File: src/rtl/parking_pkg.sv
// rtl/parking_pkg.sv - shared types, defaults and timer sizing for the parking gate arbiter
package parking_pkg;

    typedef enum logic [1:0] {
        IDLE,
        WAIT_PASS,
        OPEN,
        CLOSE
    } gate_state_t;

    typedef enum logic {
        ENTRY,
        EXIT
    } lane_t;

    localparam int DEF_CAPACITY     = 8;
    localparam int DEF_CNT_W        = 4;
    localparam int DEF_PASS_TIMEOUT = 100;
    localparam int DEF_GATE_TIMEOUT = 50;

    function automatic int timer_w(input int pass_timeout, input int gate_timeout);
        int longest;
        longest = (pass_timeout > gate_timeout) ? pass_timeout : gate_timeout;
        return $clog2(longest + 1);
    endfunction

endpackage

File: src/rtl/gate_timer.sv
// rtl/gate_timer.sv - loadable down-counter shared by the credential and gate-open timeouts
module gate_timer
    import parking_pkg::*;
#(
    parameter int W = 7
) (
    input  logic         clk,
    input  logic         rst_n,
    input  logic         load,
    input  logic [W-1:0] value,
    output logic         expired
);

    logic [W-1:0] count;

    always_ff @(posedge clk or negedge rst_n) begin
        if (!rst_n) begin
            count <= '0;
        end else if (load) begin
            count <= value;
        end else if (count != '0) begin
            count <= count - W'(1);
        end
    end

    // Flags the last cycle of the window: the count reaches 0 on the coming edge,
    // so a window loaded with N lasts exactly N cycles.
    assign expired = (count == W'(1));

endmodule

File: src/rtl/parking_gate_arbiter.sv
// rtl/parking_gate_arbiter.sv - shares the barrier gate between entry and exit lanes, owns occupancy
module parking_gate_arbiter
    import parking_pkg::*;
#(
    parameter int CAPACITY     = DEF_CAPACITY,
    parameter int CNT_W        = DEF_CNT_W,
    parameter int PASS_TIMEOUT = DEF_PASS_TIMEOUT,
    parameter int GATE_TIMEOUT = DEF_GATE_TIMEOUT
) (
    input  logic             clk,
    input  logic             rst_n,
    input  logic             entry_req,
    input  logic             exit_req,
    input  logic             pass_ok,
    input  logic             pass_fail,
    input  logic             car_passed,
    output logic             gate_open,
    output logic             grant_entry,
    output logic             grant_exit,
    output logic [CNT_W-1:0] occupancy,
    output logic             lot_full,
    output logic             lot_empty,
    output logic             deny
);

    localparam int               TW       = timer_w(PASS_TIMEOUT, GATE_TIMEOUT);
    localparam logic [CNT_W-1:0] FULL_CNT = CNT_W'(CAPACITY);

    gate_state_t      state, state_n;
    lane_t            rr_last, rr_last_n;
    logic [CNT_W-1:0] occ_n;
    logic             gate_open_n, grant_entry_n, grant_exit_n, deny_n;
    logic             entry_req_d;
    logic             entry_ok, exit_ok;
    logic             timer_load, timer_expired;
    logic [TW-1:0]    timer_value;

    gate_timer #(.W(TW)) u_timer (
        .clk     (clk),
        .rst_n   (rst_n),
        .load    (timer_load),
        .value   (timer_value),
        .expired (timer_expired)
    );

    always_comb begin
        state_n       = state;
        rr_last_n     = rr_last;
        occ_n         = occupancy;
        gate_open_n   = gate_open;
        grant_entry_n = grant_entry;
        grant_exit_n  = grant_exit;
        deny_n        = 1'b0;
        timer_load    = 1'b0;
        timer_value   = '0;
        entry_ok      = entry_req && !lot_full;
        exit_ok       = exit_req && !lot_empty;

        case (state)
            IDLE: begin
                gate_open_n   = 1'b0;
                grant_entry_n = 1'b0;
                grant_exit_n  = 1'b0;
                // On contention the lane that did not win last time goes first.
                if (entry_ok && (!exit_ok || rr_last == EXIT)) begin
                    state_n       = WAIT_PASS;
                    grant_entry_n = 1'b1;
                    rr_last_n     = ENTRY;
                    timer_load    = 1'b1;
                    timer_value   = TW'(PASS_TIMEOUT);
                end else if (exit_ok) begin
                    state_n      = OPEN;
                    grant_exit_n = 1'b1;
                    gate_open_n  = 1'b1;
                    rr_last_n    = EXIT;
                    timer_load   = 1'b1;
                    timer_value  = TW'(GATE_TIMEOUT);
                end else if (entry_req && !entry_req_d && lot_full) begin
                    deny_n = 1'b1;
                end
            end
            WAIT_PASS: begin
                if (pass_fail) begin
                    state_n       = IDLE;
                    grant_entry_n = 1'b0;
                    deny_n        = 1'b1;
                end else if (!entry_req) begin
                    state_n       = IDLE;
                    grant_entry_n = 1'b0;
                end else if (pass_ok) begin
                    state_n     = OPEN;
                    gate_open_n = 1'b1;
                    timer_load  = 1'b1;
                    timer_value = TW'(GATE_TIMEOUT);
                end else if (timer_expired) begin
                    state_n       = IDLE;
                    grant_entry_n = 1'b0;
                    deny_n        = 1'b1;
                end
            end
            OPEN: begin
                if (car_passed) begin
                    occ_n       = grant_entry ? occupancy + CNT_W'(1) : occupancy - CNT_W'(1);
                    state_n     = CLOSE;
                    gate_open_n = 1'b0;
                end else if (timer_expired) begin
                    state_n     = CLOSE;
                    gate_open_n = 1'b0;
                end
            end
            CLOSE: begin
                state_n       = IDLE;
                gate_open_n   = 1'b0;
                grant_entry_n = 1'b0;
                grant_exit_n  = 1'b0;
            end
            default: begin
                state_n       = IDLE;
                gate_open_n   = 1'b0;
                grant_entry_n = 1'b0;
                grant_exit_n  = 1'b0;
            end
        endcase
    end

    always_ff @(posedge clk or negedge rst_n) begin
        if (!rst_n) begin
            state       <= IDLE;
            rr_last     <= EXIT;
            occupancy   <= '0;
            lot_full    <= 1'b0;
            lot_empty   <= 1'b1;
            gate_open   <= 1'b0;
            grant_entry <= 1'b0;
            grant_exit  <= 1'b0;
            deny        <= 1'b0;
            entry_req_d <= 1'b0;
        end else begin
            state       <= state_n;
            rr_last     <= rr_last_n;
            occupancy   <= occ_n;
            lot_full    <= (occ_n == FULL_CNT);
            lot_empty   <= (occ_n == '0);
            gate_open   <= gate_open_n;
            grant_entry <= grant_entry_n;
            grant_exit  <= grant_exit_n;
            deny        <= deny_n;
            entry_req_d <= entry_req;
        end
    end

endmodule

File: config.mk
export PLATFORM = sky130hd
export DESIGN_NAME = parking_gate_arbiter
export DESIGN_NICKNAME = d
export VERILOG_FILES = /design/src/rtl/parking_pkg.sv /design/src/rtl/gate_timer.sv /design/src/rtl/parking_gate_arbiter.sv
export SDC_FILE = /design/constraint.sdc
export NUM_CORES = 1
export LEC_CHECK = 0
export BUFFER_PORTS_ARGS = -buffer_cell sky130_fd_sc_hd__buf_2
export CORE_MARGIN = 1
export CORE_UTILIZATION = 42
export DETAILED_ROUTE_END_ITERATION = 6
export PLACE_DENSITY = 0.68
export SYNTH_ARGS = -nofsm -noshare
export SYNTH_HDL_FRONTEND = slang
export SYNTH_SLANG_ARGS = --single-unit
File: constraint.sdc
create_clock -name clk -period 1.52 [get_ports clk]
set_input_delay 0.152 -clock clk [delete_from_list [all_inputs] [get_ports clk]]
set_output_delay 0.152 -clock clk [all_outputs]
set_load 0.005 [all_outputs]
==> metrics.csv, run 1 <==
metric,value,unit
status,finished with violations,
violations,setup timing,
finalHoldViolCount,0,
p_sw_share,40.6,%
wire_per_inst,16.6,um
clock_path_buffers,2,
place_area,0.00167,sq mm
antenna_found_initial,0,
max_freq,0.589,GHz
start_kind,register,
maxSlewHeadroom,67.9,%
synthMostInstantiatedCell,dfrtp_1,
synth_edf_count,0,
grt_max_degree,22,
port_buffers,16,
io_pins,17,
die_h,57.1,um
first_pass_iters,4,
start_util,45.5,%
comb_power_share,69.8,%
drc,0,
wirelength,3.69,mm
synth_flop_cell,dfrtp_1,
routabilityCongestion,0.929,
critical_path_class,reg2reg,
slowest_delay,0.40,ns
p_int,2.60,mW
worstSkewPairLatency,0.31,ns
p_switching,1.78,mW
fin_ws,-0.179,ns
viasPerCell,5.62,
arrival,1.95,ns
p_leak,0.947,nW
path_max_fanout,3,
synth_nets,141,
clkSinkCount,21,
synthArstFlopShare,100,%
yosysTopAreaCell,dfrtp_1,
antenna_left,0,
h-tree-depth,1,
hp-class,in2reg,
fin_setup_tns,-0.936,ns
pwr-share-clk,6.4,%
synth_area_leaders,"dfrtp_1, ha_1, dfstp_2",
hpwl,2.34,mm
critPathRequiredTime,1.77,ns
track_usage,23.9,%
power_density,2150,mW/mm^2
syn_area,0.00127,sq mm
fin_skew,0.0135,ns
num_rows,19,
worstHoldPathCells,1,
clockRootBuffer,clkbuf_4,
grt_pass1_vias,1209,
drive_gt1_share,57.6,%
rsz0062_at_grt,yes,
finalCritPeriodShare,112,%
ir_worst_vdd,1.33,mV
yosysSeqAreaShare,41.4,%
finalCriticalPeriod,1.70,ns
path_cells,inv_2 -> ha_1 -> a21oi_2 -> a211oi_2 -> a31oi_2 -> buf_4 -> xnor2_1,
yosysWarningCount,0,
crit_path_end_kind,register,
ys_types,43,
placeableCoreArea,0.00281,sq mm
drtIter0Drc,41,
place_ws,-0.166,ns
ys_ff_latch,21,
synth_cells,123,
clkTransAtPathRegs,0.13,ns
drv_slew,0,
vias,1248,
die_w,57.1,um
reg2reg_depth,7,
cpMaxStageDelayCell,dfrtp_1,
design_area,0.00204,sq mm
grt_pass1_wl,5.83,mm
synthToLayoutAreaGrowth,59.9,%
setup_viol,10,
syn_area_per_cell,10.4,sq um
holdWs,0.0468,ns
netlist_top_cells_count,"dfrtp_1, ha_1, nand2_1",
finalNetCount,210,
numCtsBuffers,3,
power_frac_seq,23.8,%
die_area,0.00326,sq mm
yosysTopAreaCellShare,37.3,%
cap_violations,0,
tightest_slew,0.482,ns
tritoncts,done,
overflow,0,
antenna_cells,0,
-- power by group through the flow --
stage | combinational (mW) | clock, mW | sequential, mW
4_1_cts | 2.67 | 0.286 | 1.04
3_3_place_gp | 2.17 | 0 | 1.04
6_report | 3.06 | 0.282 | 1.04
5_1_grt | 3.29 | 0.311 | 1.07
2_1_floorplan | 1.20 | 0 | 1.09
3_5_place_dp | 2.22 | 0 | 1.05
-- state kept, by name, indices dropped and copies added, names as in the netlist --
signal and count:
grant_entry 1, state 2, entry_req_d 1, lot_full 1, deny 1, u_timer.count 7, lot_empty 1, rr_last 1
grant_exit 1, gate_open 1, occupancy 4
-- per-stage QoR --
step	total power [mW]	util, %	instances
floorplan	2.29	-	123
detailed placement	3.27	59.7	204
global route	4.68	72.7	222
global placement	3.21	59.7	204
CTS	3.99	67.6	217
finish	4.38	72.7	222
-- layout make-up --
| class | count | area (sq um) |
|---|---|---|
| sequential | 21 | 528 |
| fill | 176 | 767 |
| inverter | 8 | 30.0 |
| clock inverter | 1 | 5.00 |
| multi-input combinational | 94 | 937 |
| tap | 31 | 38.8 |
| clock buffer | 3 | 22.5 |
| timing repair buffer | 64 | 477 |
-- critical path, delay by kind of cell, from the launching register on --
kind / cells / cell delay (ns)
compound gates: 3 / 0.54
flops: 1 / 0.40
fa+ha+maj: 1 / 0.35
buf+inv: 2 / 0.24
xor+xnor: 1 / 0.10
-- cell usage in the layout, fill, tap and decap left out, types with 2 or more instances in the layout --
cell type / n
inv_2: 5
buf_6: 9
ha_4: 3
mux2i_1: 3
nand3_1: 3
mux2_4: 2
xnor2_1: 5
clkbuf_4: 3
dfstp_2: 2
dfrtp_1: 19
nand3_2: 5
nand2_1: 8
o21ai_2: 2
nor3_4: 2
o21a_1: 2
nand2b_1: 2
ha_1: 6
buf_4: 38
buf_2: 16
and2b_1: 2
a31oi_4: 2
nor3_1: 3
nor2_1: 3
a22o_1: 2
a21oi_1: 2
o21ai_0: 4
inv_1: 3
-- path summary, 6_finish.rpt --
check / to / slack [ns] / from
setup / recovery: occupancy[3] / -0.18 / grant_entry
hold / removal: entry_req_d / 0.05 / entry_req
setup reg to reg: occupancy[3] / -0.18 / grant_entry
hold reg to reg: deny / 0.48 / entry_req_d
max in group asynchronous: lot_empty / 0.84 / rst_n
min in group asynchronous: u_timer.count[4] / 0.31 / rst_n
-- cell families (layout without fill, tap and decap cells) --
group,count (synthesis),count (layout),synth area share (%)
flops,21,21,41.4
fa+ha+maj,11,11,11.4
xor+xnor,7,7,4.81
mux,7,7,5.89
buf+inv,8,76,2.36
simple gates,41,41,19.4
compound gates,28,28,14.7
-- metal layers --
layer,GRT usage [%],routed length (um)
met1,35.5,1700
met3,3.17,198
met4,10.5,91
met5,0,0
met2,35.0,1700
-- repair_timing --
action | in CTS | in global routing
endpoints found under the hold margin | 19 | 0
gates cloned | 0 | 0
endpoints found under the setup margin | 13 | 16
pin swaps | 6 | 7
hold buffers | 1 | 0
setup buffers | 8 | 6
gates resized for setup | 27 | 21
(Power assumes the default switching activity.)
==> run 2: changes to the inputs <==
--- a/config.mk
+++ b/config.mk
@@ -9,6 +9,7 @@
 export CORE_MARGIN = 1
 export CORE_UTILIZATION = 42
 export DETAILED_ROUTE_END_ITERATION = 6
+export HOLD_SLACK_MARGIN = 0.15
 export PLACE_DENSITY = 0.68
 export SYNTH_ARGS = -nofsm -noshare
 export SYNTH_HDL_FRONTEND = slang
==> run 2 against run 1 <==
  * The flow still finishes with violations (setup timing)
  * Critical path depth is the same
  * Critical endpoint unchanged
  * Largest cell class unchanged
  * Clock power hardly changed
  * First-iteration DRC count rose by 46%
==> metrics.csv, run 2 (synthesis results as in run 1) <==
metric,value,unit
placeableCoreArea,0.00281,sq mm
drtIter0Drc,60,
io_pins,17,
final_cell_mix,"buf_4, dfrtp_1, buf_2",
max_freq,0.589,GHz
ir_worst_vdd,1.32,mV
track_usage,24.0,%
routabilityCongestion,0.929,
start_kind,register,
utilization,73.0,%
finalHoldViolCount,0,
antenna_found_initial,0,
die_h,57.1,um
antenna_cells,0,
path_max_fanout,3,
design_area,0.00205,sq mm
hpwl,2.34,mm
final_common_cell,buf_4,
critical_path_class,reg2reg,
drv_slew,0,
grt_pass1_vias,1215,
critPathRequiredTime,1.77,ns
violations,setup timing,
drc,0,
clock_path_buffers,2,
die_area,0.00326,sq mm
setup_viol,10,
tightest_slew,0.481,ns
fin_skew,0.0126,ns
cpMaxStageDelayCell,dfrtp_1,
synthToLayoutAreaGrowth,60.6,%
fin_ws,-0.178,ns
p_leak,0.951,nW
cap_violations,0,
regMostFlops,u_timer.count,
numCtsBuffers,3,
die_w,57.1,um
tritoncts,done,
largest_register_ffs,7,
wire_per_inst,16.6,um
antenna_left,0,
port_buffers,16,
rsz0062_at_grt,yes,
overflow,0,
maxSlewHeadroom,67.9,%
crit_path_end_kind,register,
arrival,1.95,ns
clkTransAtPathRegs,0.13,ns
place_ws,-0.166,ns
finalNetCount,211,
holdWs,0.174,ns
h-tree-depth,1,
power_density,2140,mW/mm^2
grt_max_degree,22,
first_pass_iters,4,
top_regs,"u_timer.count: 7 flops, occupancy: 4 flops, state: 2 flops",
vias,1235,
viasPerCell,5.54,
place_area,0.00167,sq mm
clkSinkCount,21,
finalCritPeriodShare,112,%
start_util,45.5,%
num_rows,19,
finalCriticalPeriod,1.70,ns
hp-class,in2reg,
slowest_delay,0.40,ns
clockRootBuffer,clkbuf_4,
grt_pass1_wl,5.87,mm
status,finished with violations,
drive_gt1_share,57.3,%
wirelength,3.70,mm
worstSkewPairLatency,0.31,ns
path_cells,inv_2 -> ha_1 -> a21oi_2 -> a211oi_2 -> a31oi_2 -> buf_4 -> xnor2_1,
==> run 2: cell type report <==
cell class	instances	area, sq um
Tap cell	31	38.8
Sequential cell	21	528
Fill cell	177	757
Multi-Input combinational cell	94	937
Timing Repair Buffer	65	487
Clock inverter	1	5.00
Clock buffer	3	22.5
Inverter	8	30.0
==> run 2: what timing repair did <==
action                                  4_1_cts  5_1_grt
pin swaps                                     6        7
resized for setup                            27       21
hold buffers                                  2        0
endpoints found under the hold margin        22        0
endpoints found under the setup margin       13       16
buffers inserted                              8        6
==> run 2: worst paths after layout <==
| path | start | to | slack, ns | cells after the start |
|---|---|---|---|---|
| setup / recovery | grant_entry | occupancy[3] | -0.18 | 7 |
| hold / removal | pass_fail | deny | 0.17 | 3 |
| setup reg to reg | grant_entry | occupancy[3] | -0.18 | 7 |
| hold reg to reg | entry_req_d | deny | 0.48 | 1 |
| max in group asynchronous | rst_n | lot_empty | 0.84 | 2 |
| min in group asynchronous | rst_n | u_timer.count[4] | 0.31 | 2 |
==> run 2: critical path: cells and delay by family (launching register included) <==
kind | cells | cell delay [ns]
compound gates | 3 | 0.54
flops | 1 | 0.40
fa+ha+maj | 1 | 0.35
buf+inv | 2 | 0.24
xor+xnor | 1 | 0.10
==> run 2: through the flow <==
step,power [mW],std cells,TNS [ns]
after floorplan,2.29,123,-0.211
after CTS,3.99,218,-0.713
after detailed placement,3.27,204,-1.02
final,4.38,223,-0.940
after global routing,4.68,223,-1.60
after global placement,3.21,204,-0.652
==> run 2: layer usage <==
layer / vias to the layer above / routed length (um) / share of wire, % / global-route usage, %
li1: 590 / - / - / -
met1: 590 / 1700 / 46 / 35.7
met2: 49 / 1750 / 47 / 35.3
met3: 6 / 194 / 5.3 / 3.17
met4: 0 / 53 / 1.4 / 10.5
met5: - / 0 / 0 / 0
==> run 2: where the power goes <==
part / leakage [nW] / total (mW) / switching, mW / internal [mW]
Clock: 0.0177 / 0.281 / 0.183 / 0.0983
Combinational: 0.680 / 3.06 / 1.38 / 1.68
Sequential: 0.254 / 1.04 / 0.215 / 0.828
Total: 0.951 / 4.38 / 1.78 / 2.60
==> run 3: changes to the inputs <==
--- a/config.mk
+++ b/config.mk
@@ -11,6 +11,7 @@
 export DETAILED_ROUTE_END_ITERATION = 6
 export HOLD_SLACK_MARGIN = 0.15
 export PLACE_DENSITY = 0.68
+export RECOVER_POWER = 25
 export SYNTH_ARGS = -nofsm -noshare
 export SYNTH_HDL_FRONTEND = slang
 export SYNTH_SLANG_ARGS = --single-unit
==> run 3 against run 2 <==
  * Count of clock-buffer cells in the layout is the same
  * Clock power is essentially flat
  * Sequential share of layout area is essentially flat
  * The run still ends with setup timing left
  * Die area is the same
  * Global-route usage is the same
  * Largest power group unchanged
  * Routed wire length is essentially flat
  * Worst setup slack is the same
  * Non-clock buffer count is the same
==> metrics.csv, run 3 (synthesis results as in run 1) <==
metric,value,unit
status,finished with violations,
violations,setup timing,
max_freq,0.589,GHz
placeableCoreArea,0.00281,sq mm
cap_violations,0,
fin_skew,0.0126,ns
worstSkewPairLatency,0.31,ns
critical_path_class,reg2reg,
slowest_delay,0.40,ns
start_util,45.5,%
die_h,57.1,um
path_cells,inv_2 -> ha_1 -> a21oi_2 -> a211oi_2 -> a31oi_2 -> buf_4 -> xnor2_1,
p_leak,0.949,nW
hp-class,in2reg,
grt_max_degree,22,
power.total,4.38,mW
crit_path_end_kind,register,
final_common_cell,buf_4,
path_depth,7,
finalCriticalPeriod,1.70,ns
place_area,0.00167,sq mm
wirelength,3.70,mm
drive_gt1_share,56.8,%
antenna_cells,0,
h-tree-depth,1,
synthToLayoutAreaGrowth,60.5,%
overflow,0,
largest_register_ffs,7,
place_ws,-0.166,ns
top_regs,"u_timer.count: 7 flops, occupancy: 4 flops, state: 2 flops",
viasPerCell,5.55,
clock_path_buffers,2,
finalHoldViolCount,0,
port_buffers,16,
critical-path-top-delay-family,compound AO/OA/AOI/OAI gates,
holdWs,0.173,ns
path_max_fanout,3,
antenna_left,0,
cpMaxStageDelayCell,dfrtp_1,
critPathRequiredTime,1.77,ns
die_area,0.00326,sq mm
tightest_slew,0.536,ns
drv_slew,0,
hpwl,2.34,mm
clkTransAtPathRegs,0.13,ns
final_cell_mix,"buf_4, dfrtp_1, buf_2",
die_w,57.1,um
clockRootBuffer,clkbuf_4,
design_area,0.00205,sq mm
grt_pass1_wl,5.87,mm
tritoncts,done,
vias,1237,
first_pass_iters,4,
arrival,1.95,ns
drtIter0Drc,60,
fin_setup_tns,-0.950,ns
antenna_found_initial,0,
rsz0062_at_grt,yes,
worstHoldPathCells,3,
wire_per_inst,16.6,um
worst-path-buf-inv,2,
finalCritPeriodShare,112,%
reg2reg_depth,7,
routabilityCongestion,0.929,
drc,0,
io_pins,17,
start_kind,register,
num_rows,19,
setup_viol,10,
maxSlewHeadroom,64.3,%
track_usage,24.0,%
clkSinkCount,21,
power_density,2140,mW/mm^2
fin_ws,-0.178,ns
ir_worst_vdd,1.32,mV
grt_pass1_vias,1215,
finalNetCount,211,
regMostFlops,u_timer.count,
numCtsBuffers,3,
## run 3: cell types whose count changed in the layout (fill, tap and decap cells not counted)
cell      change
buf_2         -2
clkbuf_1      +1
clkbuf_2      +1
## run 3: layout make-up
type                            count  area [sq um]
Clock inverter                      1          5.00
Timing Repair Buffer               65           485
Multi-Input combinational cell     94           937
Sequential cell                    21           528
Fill cell                         178           758
Clock buffer                        3          22.5
Tap cell                           31          38.8
Inverter                            8          30.0
## run 3: worst paths after layout
| kind | from | end | slack (ns) |
|---|---|---|---|
| min in group asynchronous | rst_n | u_timer.count[4] | 0.33 |
| max reg2reg | grant_entry | occupancy[3] | -0.18 |
| min reg2reg | entry_req_d | deny | 0.48 |
| max in group asynchronous | rst_n | lot_empty | 0.81 |
| min | pass_fail | deny | 0.17 |
| max | grant_entry | occupancy[3] | -0.18 |
## run 3: stage by stage
step	cells	utilization [%]
global route	223	73.0
detailed placement	204	59.7
global placement	204	59.7
floorplan	123	-
finish	223	73.0
CTS	218	68.0
## run 3: timing repair
item | 4_1_cts | 5_1_grt
setup endpoints to repair | 13 | 16
hold buffers | 2 | 0
endpoints found under the hold margin | 22 | 0
pin swaps | 6 | 7
buffers inserted | 8 | 6
gates resized for setup | 27 | 21
## run 3: worst register-to-register path, cell delays in order (launching register included)
cell      delay (ns)
dfrtp_1         0.40
inv_2           0.07
ha_1            0.35
a21oi_2         0.19
a211oi_2        0.09
a31oi_2         0.26
buf_4           0.17
xnor2_1         0.10
## run 3: where the power goes
| group | total [mW] | switching, mW | internal, mW |
|---|---|---|---|
| sequential | 1.04 | 0.215 | 0.828 |
| clock | 0.281 | 0.183 | 0.0983 |
| combinational | 3.06 | 1.38 | 1.68 |
## run 3: routing by layer
layer | GRT usage [%] | part of all wire (%) | up-vias
met5 | 0 | 0 | -
met4 | 10.5 | 1.4 | 0
met3 | 3.17 | 5.3 | 6
met2 | 35.3 | 47 | 49
met1 | 35.7 | 46 | 593
li1 | - | - | 589
